===== config.mk =====
export PLATFORM = sky130hd
export DESIGN_NAME = fifo_line_ctrl
export DESIGN_NICKNAME = d
export VERILOG_FILES = /design/src/rtl/fifo_line_ctrl.sv
export SDC_FILE = /design/constraint.sdc
export NUM_CORES = 1
export LEC_CHECK = 0
export BUFFER_PORTS_ARGS = -buffer_cell sky130_fd_sc_hd__buf_4
export CORE_ASPECT_RATIO = 1.75
export CORE_MARGIN = 3
export CORE_UTILIZATION = 51
export DETAILED_ROUTE_END_ITERATION = 12
export PLACE_DENSITY = 0.74
export SYNTH_ARGS = -nofsm -noshare
export SYNTH_HDL_FRONTEND = slang
export SYNTH_SLANG_ARGS = --single-unit
export TNS_END_PERCENT = 50

===== constraint.sdc =====
create_clock -name clk -period 2.7 [get_ports clk]
set_clock_uncertainty 0.05 [all_clocks]
set_input_delay 0.54 -clock clk [delete_from_list [all_inputs] [get_ports clk]]
set_output_delay 0.54 -clock clk [all_outputs]
set_load 0.005 [all_outputs]

===== src/rtl/fifo_line_ctrl.sv =====
// Line-buffer FIFO scheduler: per row it clears the write side, fills one row,
// then replays it num_reps times, each replay preceded by a read-pointer clear.
module fifo_line_ctrl #(
  parameter int ADD_WIDTH = 3,
  parameter int FIFO_SIZE = 10,
  parameter int ROW_W     = 8,
  parameter int REP_W     = 4
) (
  input  logic                 clk,
  input  logic                 rst_n,
  input  logic                 start,
  input  logic [ADD_WIDTH:0]   row_len,
  input  logic [ROW_W-1:0]     num_rows,
  input  logic [REP_W-1:0]     num_reps,
  input  logic                 in_valid,
  output logic                 in_ready,
  input  logic                 out_ready,
  output logic                 out_valid,
  output logic                 wr_clr,
  output logic                 wr_en,
  output logic                 wr_inc,
  output logic                 rd_clr,
  output logic                 rd_en,
  output logic                 rd_inc,
  output logic                 busy,
  output logic                 done,
  output logic [ROW_W-1:0]     row_idx,
  output logic [REP_W-1:0]     rep_idx
);

  localparam int CW = ADD_WIDTH + 1;

  typedef enum logic [2:0] {IDLE, WCLR, FILL, SETTLE, REPLAY, DONE} state_t;

  state_t          state, state_nxt;
  logic [CW-1:0]   wcnt, rcnt, eff_len, len_clamped;
  logic [ROW_W-1:0] rows_l;
  logic [REP_W-1:0] reps_l;
  logic            wr_last, rd_last, rep_more, row_more;

  assign len_clamped = (row_len > CW'(FIFO_SIZE)) ? CW'(FIFO_SIZE) : row_len;
  assign wr_last     = (wcnt + CW'(1)) == eff_len;
  assign rd_last     = (rcnt + CW'(1)) == eff_len;
  assign rep_more    = rep_idx < (reps_l - REP_W'(1));
  assign row_more    = row_idx < (rows_l - ROW_W'(1));
  assign busy        = (state != IDLE);

  always_comb begin
    state_nxt = state;
    in_ready  = 1'b0;
    wr_clr    = 1'b0;
    wr_en     = 1'b0;
    wr_inc    = 1'b0;
    rd_clr    = 1'b0;
    rd_en     = 1'b0;
    rd_inc    = 1'b0;
    done      = 1'b0;
    case (state)
      IDLE: begin
        if (start) begin
          if (len_clamped == '0 || num_rows == '0 || num_reps == '0)
            state_nxt = DONE;
          else
            state_nxt = WCLR;
        end
      end
      WCLR: begin
        wr_clr    = 1'b1;
        state_nxt = FILL;
      end
      FILL: begin
        in_ready = 1'b1;
        wr_en    = in_valid;
        wr_inc   = in_valid;
        if (in_valid && wr_last) state_nxt = SETTLE;
      end
      // One-cycle gap lets the FIFO's registered write land before the first read
      SETTLE: begin
        rd_clr    = 1'b1;
        state_nxt = REPLAY;
      end
      REPLAY: begin
        rd_en  = out_ready;
        rd_inc = out_ready;
        if (out_ready && rd_last) begin
          if (rep_more)      state_nxt = SETTLE;
          else if (row_more) state_nxt = WCLR;
          else               state_nxt = DONE;
        end
      end
      DONE: begin
        done      = 1'b1;
        state_nxt = IDLE;
      end
      default: state_nxt = IDLE;
    endcase
  end

  always_ff @(posedge clk or negedge rst_n) begin
    if (!rst_n) begin
      state     <= IDLE;
      wcnt      <= '0;
      rcnt      <= '0;
      row_idx   <= '0;
      rep_idx   <= '0;
      out_valid <= 1'b0;
      eff_len   <= '0;
      rows_l    <= '0;
      reps_l    <= '0;
    end else begin
      state     <= state_nxt;
      out_valid <= rd_en;
      case (state)
        IDLE: begin
          if (start) begin
            eff_len <= len_clamped;
            rows_l  <= num_rows;
            reps_l  <= num_reps;
            row_idx <= '0;
            rep_idx <= '0;
          end
        end
        WCLR:   wcnt <= '0;
        FILL:   if (in_valid) wcnt <= wcnt + CW'(1);
        SETTLE: rcnt <= '0;
        REPLAY: begin
          if (out_ready) begin
            rcnt <= rcnt + CW'(1);
            if (rd_last) begin
              if (rep_more) begin
                rep_idx <= rep_idx + REP_W'(1);
              end else if (row_more) begin
                rep_idx <= '0;
                row_idx <= row_idx + ROW_W'(1);
              end
            end
          end
        end
        default: ;
      endcase
    end
  end

endmodule


==> run metrics, run 1 <==
Root Buffer=clkbuf_8; DPL Wire Length=4600 µm; final core utilization=approximately 68%; Nets=around 360; Sw Ratio=38.5%; Slew Limit Headroom=66.2%; Cell Chain, Critical Path=or4_4 -> buf_6 -> nor2_4 -> xnor2_2 -> ha_2 -> nand4_1 -> a21oi_2 -> a211oi_4 -> buf_6 -> nand3_4 -> o311a_1 -> a221o_1; CP endpoint kind=register; die area=0.00587 mm²; failing checks=setup timing; Syn Inst Count=~270; via count=2210; Top delay family on crit path=compound AO/OA/AOI/OAI gates; worst path bufs/invs=2; area delta synth->final=27.3%; CP max stage delay=0.56 ns; Pint=between 1.5 and 2 mW; Lkg Pwr=1.56 nW; PwrDens=895 mW/mm²; Fmax achieved=between 300 and 400 MHz; clk_lat worst skew=0.30 ns; worst hold slack=0.149 ns; Data required, critical path=~2.8 ns; Metal-1 WL=2290 µm; EDFF count, synth=0; Final period util=108%; row count=33; total power=2.88 mW; worst-margin pin slew=roughly 0.51 ns; asr flop ratio synth=100%; H-Tree Depth=2; Antenna Cells=0; DR vias/cell=5.82; first-pass GRT wire length=~10000 µm; Starting Density=~53%; Seq pwr share=34.2%; critical path class=register to register; wire per inst=16.0 µm; Worst path most repeated cell=buf_6; P_sw=1.11 mW; Post-Syn Area=0.00253 mm²; final non-filler cell total=380; drt drc=0; DR top layer=met4; largest net degree at the start of global routing=41; Die H=about 100 µm; Clock Pin Slew Worst Setup and Hold Paths=0.09 ns; Overall Global Routing Usage=22.5%; setup violators final=12; Max rail drop VDD=0.779 mV; I/O pin count=43; leading cell type in the layout, fill and taps excluded=buf_4; 1st-pass router iterations=4; crit start category=register; Antenna Nets Post-Route=0; Synth Register Bits=40; Synth Area per Inst=9.43 µm²; Routed Wire Length=6080 µm; DR iter-0 viols=68; status=complete, but fails checks; Top FF cell, synth=dfrtp_1; Netlist cell types=49; fin. max-slew vios=0; DR WL met3=roughly 220 µm; port buffer count=42; Floorplan Core Area=about 0.0047 mm²; Synth Warn #=0; minimum clock period=2.92 ns; GR Overflow Total=0; Clock Tree Buf Depth=2; CTS tree=done; initial antenna violation count=0; dpl cells=368; layout cells sized above 1=31.7%; Seq/Total Area, Yosys=39.6%; Max-Cap Viols=0; part of the power in combinational logic=47.5%; CP Max Fanout=8; CTS Sinks=40; Tightest Hold Check Type=input pin to asynchronous set/reset pin; vias in the first global route=2326; met2 wire length=approximately 3400 µm; unrepaired setup endpoints after global routing=yes; gpl congestion=0.915; Critical Path AT=3.05 ns; most frequent cells in the layout=61 x buf_4, 40 x dfrtp_1, 31 x nand2_1; Clk pwr share=18.3%; Final Hold Viols=0; setup ws final=-0.222 ns; total CTS buffers=5; syn_nets=305; die width=59.2 µm; Slowest cell on crit path=or4_4
what timing repair did:
action	in CTS	in global routing
resized for setup	13	10
pin swaps	15	6
endpoints found under the setup margin	12	13
buffers inserted	3	1
hold buffers	0	0
synthesized netlist by cell type, types with 2 or more instances:
cell type	count	area, µm²
dfrtp_1	40	1000
nand2_1	32	120
o21ai_0	28	140
nor2_1	21	78.8
ha_1	16	200
xnor2_1	13	114
inv_1	12	45.0
nand3_1	11	55.1
mux2_2	9	101
nor3_1	8	40.0
a21oi_1	6	30.0
xor2_1	5	43.8
a41oi_1	4	35.0
buf_2	4	20.0
nor4_1	4	25.0
a211o_1	3	26.3
a21o_1	3	22.5
and3_1	3	18.8
buf_4	3	22.5
o31ai_1	3	22.5
a221o_1	2	20.0
a31oi_1	2	12.5
buf_6	2	22.5
clkbuf_1	2	7.51
nand3b_1	2	15.0
nand4_1	2	12.5
nor2b_1	2	12.5
nor3b_1	2	15.0
o21ai_1	2	10.0
or4_1	2	15.0
xnor3_1	2	45.0
flip-flops by register name, indices dropped and copies added (netlist names):
name       cells
eff_len        4
rcnt           4
wcnt           4
rep_idx        4
reps_l         4
rows_l         8
out_valid      1
row_idx        8
state          3
cells by family (layout without fill, tap and decap cells):
| kind of cell | Yosys count | after routing | share of synthesized area [%] |
|---|---|---|---|
| xor+xnor | 20 | 20 | 8.02 |
| compound gates | 63 | 63 | 16.5 |
| fa+ha+maj | 16 | 16 | 7.92 |
| buf+inv | 23 | 83 | 4.66 |
| mux | 9 | 9 | 4.01 |
| simple gates | 97 | 97 | 19.2 |
| flops | 40 | 40 | 39.6 |
power groups by stage:
stage	combinational (mW)	sequential, mW	clock (mW)
2_1_floorplan	0.922	0.919	0
3_3_place_gp	1.23	0.979	0
3_5_place_dp	1.27	0.988	0
4_1_cts	1.33	0.973	0.538
5_1_grt	1.54	1.01	0.555
6_report	1.37	0.985	0.526
layout make-up:
cell class              count  area, µm²
clock buffers               6       82.6
inverters                  12       45.0
clock inverters             2       38.8
fillers                   387       1530
well taps                  52       65.1
flip-flops and latches     40       1000
multi-input cells         205       1500
repair buffers             63        480
routing by layer:
| layer | global-route usage (%) | up-vias |
|---|---|---|
| met3 | 3.12 | 22 |
| met2 | 39.4 | 64 |
| met1 | 25.8 | 1043 |
| met5 | 0 | - |
| met4 | 11.0 | 0 |
| li1 | - | 1081 |
final timing paths:
check | start | end | slack, ns | cells past startpoint
max | rows_l[3] | row_idx[6] | -0.22 | 12
min | rst_n | wcnt[3] | 0.15 | 1
max reg2reg | rows_l[3] | row_idx[6] | -0.22 | 12
min reg2reg | reps_l[3] | reps_l[3] | 0.50 | 1
max in group asynchronous | rst_n | rows_l[7] | 2.09 | 1
min in group clk | num_rows[1] | rows_l[1] | 0.40 | 3
through the flow:
step / setup slack, ns / area (µm²) / setup TNS [ns]
2_1_floorplan: -0.188 / 2550 / -0.677
3_3_place_gp: -0.134 / 2990 / -0.846
3_5_place_dp: -0.235 / 2990 / -1.95
4_1_cts: -0.211 / 3160 / -1.45
5_1_grt: -0.340 / 3220 / -2.99
6_report: -0.222 / 3220 / -1.51
No activity file was read; power rests on OpenSTA's default activity.
==> run 2, diff against run 1 <==
--- a/config.mk
+++ b/config.mk
@@ -9,8 +9,10 @@
 export CORE_ASPECT_RATIO = 1.75
 export CORE_MARGIN = 3
 export CORE_UTILIZATION = 51
+export CTS_CLUSTER_DIAMETER = 120
 export DETAILED_ROUTE_END_ITERATION = 12
 export PLACE_DENSITY = 0.74
+export SKIP_LAST_GASP = 1
 export SYNTH_ARGS = -nofsm -noshare
 export SYNTH_HDL_FRONTEND = slang
 export SYNTH_SLANG_ARGS = --single-unit
==> run 2 against run 1 <==
  * The run still ends with setup timing left
  * Via count grew 0.41%
  * Non-clock buffer count is the same
  * Clock power is essentially flat
  * Sequential cell count is the same
  * First-iteration DRC count shrank 13%
  * Worst hold slack lost 0.0030 ns
  * Cell count is the same
  * Power is essentially flat
  * Global-route usage is essentially flat
  * Maximum frequency shrank 0.21%
  * Core utilization shrank 0.053 points
  * Sequential power is essentially flat
==> run metrics, run 2 (synthesis results as in run 1) <==
Finished Cell Area=0.00321 mm² (about the same); Starting Density=53.2% (unchanged); total power=2.88 mW (about the same); DR vias/cell=5.84 (+0.41%); Fmax achieved=342 MHz (-0.21%); Clock Pin Slew Worst Setup and Hold Paths=0.09 ns (about the same); port buffer count=42 (unchanged); Critical Path AT=3.06 ns (about the same); Placement Cell Area=0.00299 mm² (unchanged); Root Buffer=clkbuf_8; Tightest Hold Check Type=input pin to asynchronous set/reset pin; drt drc=0 (unchanged); DR iter-0 viols=59 (-13%); leading cell type in the layout, fill and taps excluded=buf_4; Slew Limit Headroom=66.2% (about the same); Final period util=108% (+0.23 points); CP endpoint kind=register; Routed Wire Length=6080 µm (unchanged); CTS tree=done; Clk pwr share=18.4% (about the same); layout cells sized above 1=31.1% (-0.61 points); status=complete, but fails checks; P_sw=1.11 mW (about the same); Sw Ratio=38.6% (about the same); DPL Wire Length=4600 µm (unchanged); part of the power in combinational logic=47.3% (-0.2 points); Die H=99.1 µm (unchanged); dpl cells=368 (unchanged); area delta synth->final=27.2% (about the same); first-pass GRT wire length=10300 µm (-0.20%); I/O pin count=43 (unchanged); Lkg Pwr=1.56 nW (about the same); CTS Sinks=40 (unchanged); Floorplan Core Area=0.00475 mm² (unchanged); initial antenna violation count=0 (unchanged); Clock Tree Buf Depth=2 (unchanged); H-Tree Depth=2 (unchanged); final non-filler cell total=380 (unchanged); Seq pwr share=34.3% (about the same); Data required, critical path=2.83 ns (about the same); setup ws final=-0.228 ns (-0.00614 ns); largest net degree at the start of global routing=41 (unchanged); clk_lat worst skew=0.30 ns (about the same); setup violators final=13 (+1); row count=33 (unchanged); worst-margin pin slew=0.507 ns (-0.000709 ns); 1st-pass router iterations=4 (unchanged); failing checks=setup timing; crit start category=register; Max-Cap Viols=0 (unchanged); worst hold slack=0.146 ns (-0.00305 ns); Max rail drop VDD=0.780 mV (about the same); vias in the first global route=2318 (-0.34%); Nets=364 (unchanged); die width=59.2 µm (unchanged); Pint=1.77 mW (about the same); gpl congestion=0.915 (unchanged); minimum clock period=2.93 ns (+0.00614 ns); wire per inst=16.0 µm (unchanged); unrepaired setup endpoints after global routing=yes; Overall Global Routing Usage=22.5% (-0.026 points); PwrDens=896 mW/mm² (about the same); Antenna Cells=0 (unchanged); most frequent cells in the layout=60 x buf_4, 40 x dfrtp_1, 32 x nand2_1; biggest regs=row_idx: 8 flops, rows_l: 8 flops; Antenna Nets Post-Route=0 (unchanged); total CTS buffers=5 (unchanged); CP Max Fanout=8 (unchanged); critical path class=register to register; GR Overflow Total=0 (unchanged); via count=2219 (+0.41%); fin. max-slew vios=0 (unchanged); die area=0.00587 mm² (unchanged); Final Hold Viols=0 (unchanged)
==> run 2: power groups by stage <==
| stage | Clock (mW) | Sequential [mW] | Combinational, mW |
|---|---|---|---|
| 6_report | 0.529 | 0.987 | 1.36 |
| 4_1_cts | 0.538 | 0.973 | 1.33 |
| 3_3_place_gp | 0 | 0.979 | 1.23 |
| 5_1_grt | 0.555 | 1.01 | 1.53 |
| 3_5_place_dp | 0 | 0.988 | 1.27 |
| 2_1_floorplan | 0 | 0.919 | 0.922 |
==> run 2: final timing paths <==
| kind | startpoint | endpoint | slack, ns | cells past startpoint |
|---|---|---|---|---|
| max | rows_l[3] | row_idx[6] | -0.23 | 12 |
| min reg2reg | reps_l[3] | reps_l[3] | 0.50 | 1 |
| min in group clk | num_rows[1] | rows_l[1] | 0.40 | 3 |
| min | rst_n | wcnt[3] | 0.15 | 1 |
| max in group asynchronous | rst_n | row_idx[2] | 2.09 | 1 |
| max reg2reg | rows_l[3] | row_idx[6] | -0.23 | 12 |
==> run 2: layer usage <==
layer  vias up  part of all wire, %  global-route usage [%]
li1       1076                    -                       -
met3        14                  3.7                    2.99
met4         0                  2.4                    11.3
met5         -                    0                       0
met2        64                   56                    39.1
met1      1065                   38                    26.0
==> run 2: stage by stage <==
step           utilization [%]  setup slack, ns  setup TNS (ns)
6_report                  67.7           -0.228           -1.72
5_1_grt                   67.7           -0.336           -3.08
4_1_cts                   66.5           -0.211           -1.61
3_5_place_dp              62.9           -0.235           -1.95
3_3_place_gp              62.9           -0.134          -0.846
2_1_floorplan                -           -0.188          -0.677
==> run 2: critical path, stage by stage (launching register included) <==
cell	delay [ns]
dfrtp_1	0.38
or4_4	0.56
buf_6	0.14
nor2_4	0.08
xnor2_2	0.12
ha_2	0.31
nand4_1	0.10
a21oi_2	0.06
a211oi_4	0.22
buf_6	0.16
and3_4	0.23
o21ai_2	0.08
a221o_1	0.32
==> run 2: layout make-up <==
type,instances,area (µm²)
fillers,391,1530
flip-flops and latches,40,1000
repair buffers,63,484
inverters,12,45.0
clock inverters,2,38.8
well taps,52,65.1
multi-input cells,205,1500
clock buffers,6,82.6
==> run 2: what timing repair did <==
action                                  CTS  global route
hold buffers                              0             0
setup buffers                             3             1
endpoints found under the setup margin   12            13
pin swaps                                10            10
gates resized for setup                   9            12
endpoints found under the hold margin     0             0
==> run 3, diff against run 2 <==
--- a/config.mk
+++ b/config.mk
@@ -5,6 +5,7 @@
 export SDC_FILE = /design/constraint.sdc
 export NUM_CORES = 1
 export LEC_CHECK = 0
+export ABC_AREA = 1
 export BUFFER_PORTS_ARGS = -buffer_cell sky130_fd_sc_hd__buf_4
 export CORE_ASPECT_RATIO = 1.75
 export CORE_MARGIN = 3
@@ -12,6 +13,7 @@
 export CTS_CLUSTER_DIAMETER = 120
 export DETAILED_ROUTE_END_ITERATION = 12
 export PLACE_DENSITY = 0.74
+export SETUP_SLACK_MARGIN = 0.02
 export SKIP_LAST_GASP = 1
 export SYNTH_ARGS = -nofsm -noshare
 export SYNTH_HDL_FRONTEND = slang
==> run 3 against run 2 <==
  * The flow now finishes without violations
  * Sequential share of layout area is 2.3 points higher
  * Cell area is 6.9% lower
  * Routed wire length is 4.8% lower
  * Sequential power is 3.6% lower
  * Area after synthesis is 0.40% higher
  * Core utilization is 4.7 points lower
  * Power is 6.4% lower
  * Clock power is 7.8% lower
  * Critical path type unchanged
  * Largest power group unchanged
==> run metrics, run 3 <==
crit start category=register; total power=2.69 mW (-6.4%); Critical Path AT=2.51 ns (-0.55 ns); Tightest Hold Check Type=input pin to asynchronous set/reset pin; gr busiest metal=met2; Post-Syn Area=0.00254 mm² (+0.40%); most frequent cells in the layout=96 x nand2_1, 43 x buf_4, 40 x dfrtp_1; Synth Area in Compound Gates=8.73% (-7.8 points); Synth Area per Inst=7.57 µm² (-20%); die width=59.3 µm (+0.18%); CP Max Fanout=9 (+1); Seq/Total Area, Yosys=39.5% (-0.16 points); biggest regs=row_idx: 8 flops, rows_l: 8 flops; Synth Warn #=0 (unchanged); GR Overflow Total=0 (unchanged); Floorplan Core Area=0.00475 mm² (unchanged); unrepaired setup endpoints after global routing=no; largest family of logic cells by synthesized area=simple AND/OR/NAND/NOR gates; 1st-pass router iterations=4 (unchanged); CP endpoint kind=register; Overall Global Routing Usage=21.7% (-0.79 points); Root Buffer=clkbuf_8; Clock Pin Slew Worst Setup and Hold Paths=0.08 ns (about the same); vias in the first global route=2238 (-3.5%); first-pass GRT wire length=9840 µm (-4.6%); met1 usage=24.0% (-2.0 points); initial antenna violation count=0 (unchanged); synth top area cells=dfrtp_1 39%, nand2_1 14%, ha_1 7.9%, inv_1 5.6%, nand3_1 4.3%; most common cell in the synthesized netlist=nand2_1; Antenna Cells=0 (unchanged); Total Neg Setup Slack=0 ns (+1.72 ns); port buffer count=42 (unchanged); simple-gate area share of the yosys netlist=32.0% (+13 points); leading cell type in the layout, fill and taps excluded=nand2_1; Final Hold Viols=0 (unchanged); mux cell area share after synthesis=0% (-4.0 points); DR vias/cell=5.34 (-8.5%); wire per inst=13.4 µm (-16%); clk_lat worst skew=0.29 ns (about the same); DR iter-0 viols=104 (+76%); asr flop ratio synth=100% (unchanged); PwrDens=900 mW/mm² (+0.53%); row count=33 (unchanged); Syn Inst Count=335 (+25%); adder-cell area share of the yosys netlist=7.89% (-0.031 points); Starting Density=53.4% (+0.21 points); Routed Wire Length=5780 µm (-4.8%); GR Util met3=3.12% (+0.13 points); gpl congestion=0.841 (-8.0%); leading area contributor after synthesis=dfrtp_1; H-Tree Depth=2 (unchanged); I/O pin count=43 (unchanged); total CTS buffers=5 (unchanged); post-CTS sizing=0 (-9); largest net degree at the start of global routing=41 (unchanged); Max rail drop VDD=0.516 mV (-34%); drt drc=0 (unchanged); GR Util met2=38.8% (-0.25 points); Pint=1.55 mW (-12%); fin. max-slew vios=0 (unchanged); synth cell count leaders=96 x nand2_1, 40 x dfrtp_1, 38 x inv_1; Antenna Nets Post-Route=0 (unchanged); Clock Tree Buf Depth=2 (unchanged); DPL Wire Length=4540 µm (-1.4%); syn_nets=372 (+22%); top-area cell type share of the netlist area=39.5% (-0.16 points); minimum clock period=2.37 ns (-0.556 ns); Sw Ratio=42.4% (+3.9 points); Netlist cell types=34 (-31%); P_sw=1.14 mW (+2.9%); Seq pwr share=35.3% (+1.0 points); Synth Register Bits=40 (unchanged); status=complete, no violations; post-synthesis xor/xnor area fraction=4.14% (-3.9 points); layout cells sized above 1=16.8% (-14 points); die area=0.00589 mm² (+0.36%); Die H=99.3 µm (+0.19%); via count=2308 (+4.0%); hold buffer count at CTS=0 (unchanged); EDFF count, synth=0 (unchanged); CTS tree=done; setup violators final=0 (-13); post-CTS setup repair buffer count=0 (-3); Data required, critical path=2.84 ns (about the same); Top FF cell, synth=dfrtp_1; part of the power in combinational logic=46.6% (-0.7 points); Fmax achieved=422 MHz (+23%); CTS Sinks=40 (unchanged); area delta synth->final=18.0%; Nets=416 (+14%); Clk pwr share=18.1% (-0.3 points); Max-Cap Viols=0 (unchanged); worst-margin pin slew=0.501 ns (-0.00634 ns); Slew Limit Headroom=66.6% (+0.42 points); critical path class=register to register; Lkg Pwr=1.60 nW (+2.7%); Final period util=87.8% (-21 points)
run 3: logic make-up (layout without fill, tap and decap cells):
group                    count (synthesis)  after routing
AO/OA/AOI/OAI                           39             39
XOR/XNOR                                12             12
adder cells (fa/ha/maj)                 16             16
buffers and inverters                   48             93
flip-flops                              40             40
AND/OR/NAND/NOR                        180            180
run 3: critical path, stage by stage, from the launching register on:
cell,delay (ns)
dfrtp_1,0.41
nor2_1,0.16
nand4_1,0.14
nor3_1,0.21
xnor2_1,0.15
ha_1,0.26
nand2_1,0.06
inv_1,0.03
nor2_1,0.07
o21a_1,0.14
nand3_1,0.11
nand2_2,0.20
nand3_4,0.14
nand2_1,0.09
nand2_1,0.05
run 3: cell type report:
| type | count | area [µm²] |
|---|---|---|
| fillers | 445 | 1760 |
| multi-input cells | 247 | 1340 |
| flip-flops and latches | 40 | 1000 |
| repair buffers | 43 | 323 |
| inverters | 42 | 158 |
| clock buffers | 6 | 72.6 |
| well taps | 52 | 65.1 |
| clock inverters | 2 | 35.0 |
run 3: layer usage:
layer / vias up / share of wire, %
li1: 1179 / -
met4: 0 / 2.9
met3: 13 / 3.5
met1: 1069 / 37
met5: - / 0
met2: 47 / 56
run 3: power by group through the flow:
| stage | combinational (mW) | sequential [mW] | clock, mW |
|---|---|---|---|
| 2_1_floorplan | 0.952 | 0.918 | 0 |
| 3_3_place_gp | 1.22 | 0.957 | 0 |
| 3_5_place_dp | 1.26 | 0.963 | 0 |
| 4_1_cts | 1.27 | 0.952 | 0.499 |
| 5_1_grt | 1.47 | 0.983 | 0.522 |
| 6_report | 1.25 | 0.951 | 0.488 |
run 3: worst paths after layout:
| path | from | to | slack (ns) | depth (start not counted) |
|---|---|---|---|---|
| hold / removal | rst_n | row_idx[6] | 0.15 | 1 |
| setup reg to reg | rows_l[3] | row_idx[2] | 0.33 | 14 |
| min in group clk | num_rows[3] | rows_l[3] | 0.40 | 3 |
| max in group asynchronous | rst_n | rows_l[2] | 2.09 | 1 |
| setup / recovery | rows_l[3] | row_idx[2] | 0.33 | 14 |
| hold reg to reg | rows_l[7] | rows_l[7] | 0.46 | 2 |
run 3: per-stage QoR:
step	std cells	util, %	instance area, µm²	hold slack [ns]	setup slack [ns]
global route	432	63.0	2990	0.184	0.133
finish	432	63.0	2990	0.153	0.329
floorplan	335	-	2540	0.194	0.568
detailed placement	424	60.7	2880	0.441	0.316
CTS	432	63.0	2990	0.171	0.299
global placement	424	60.7	2880	0.432	0.417
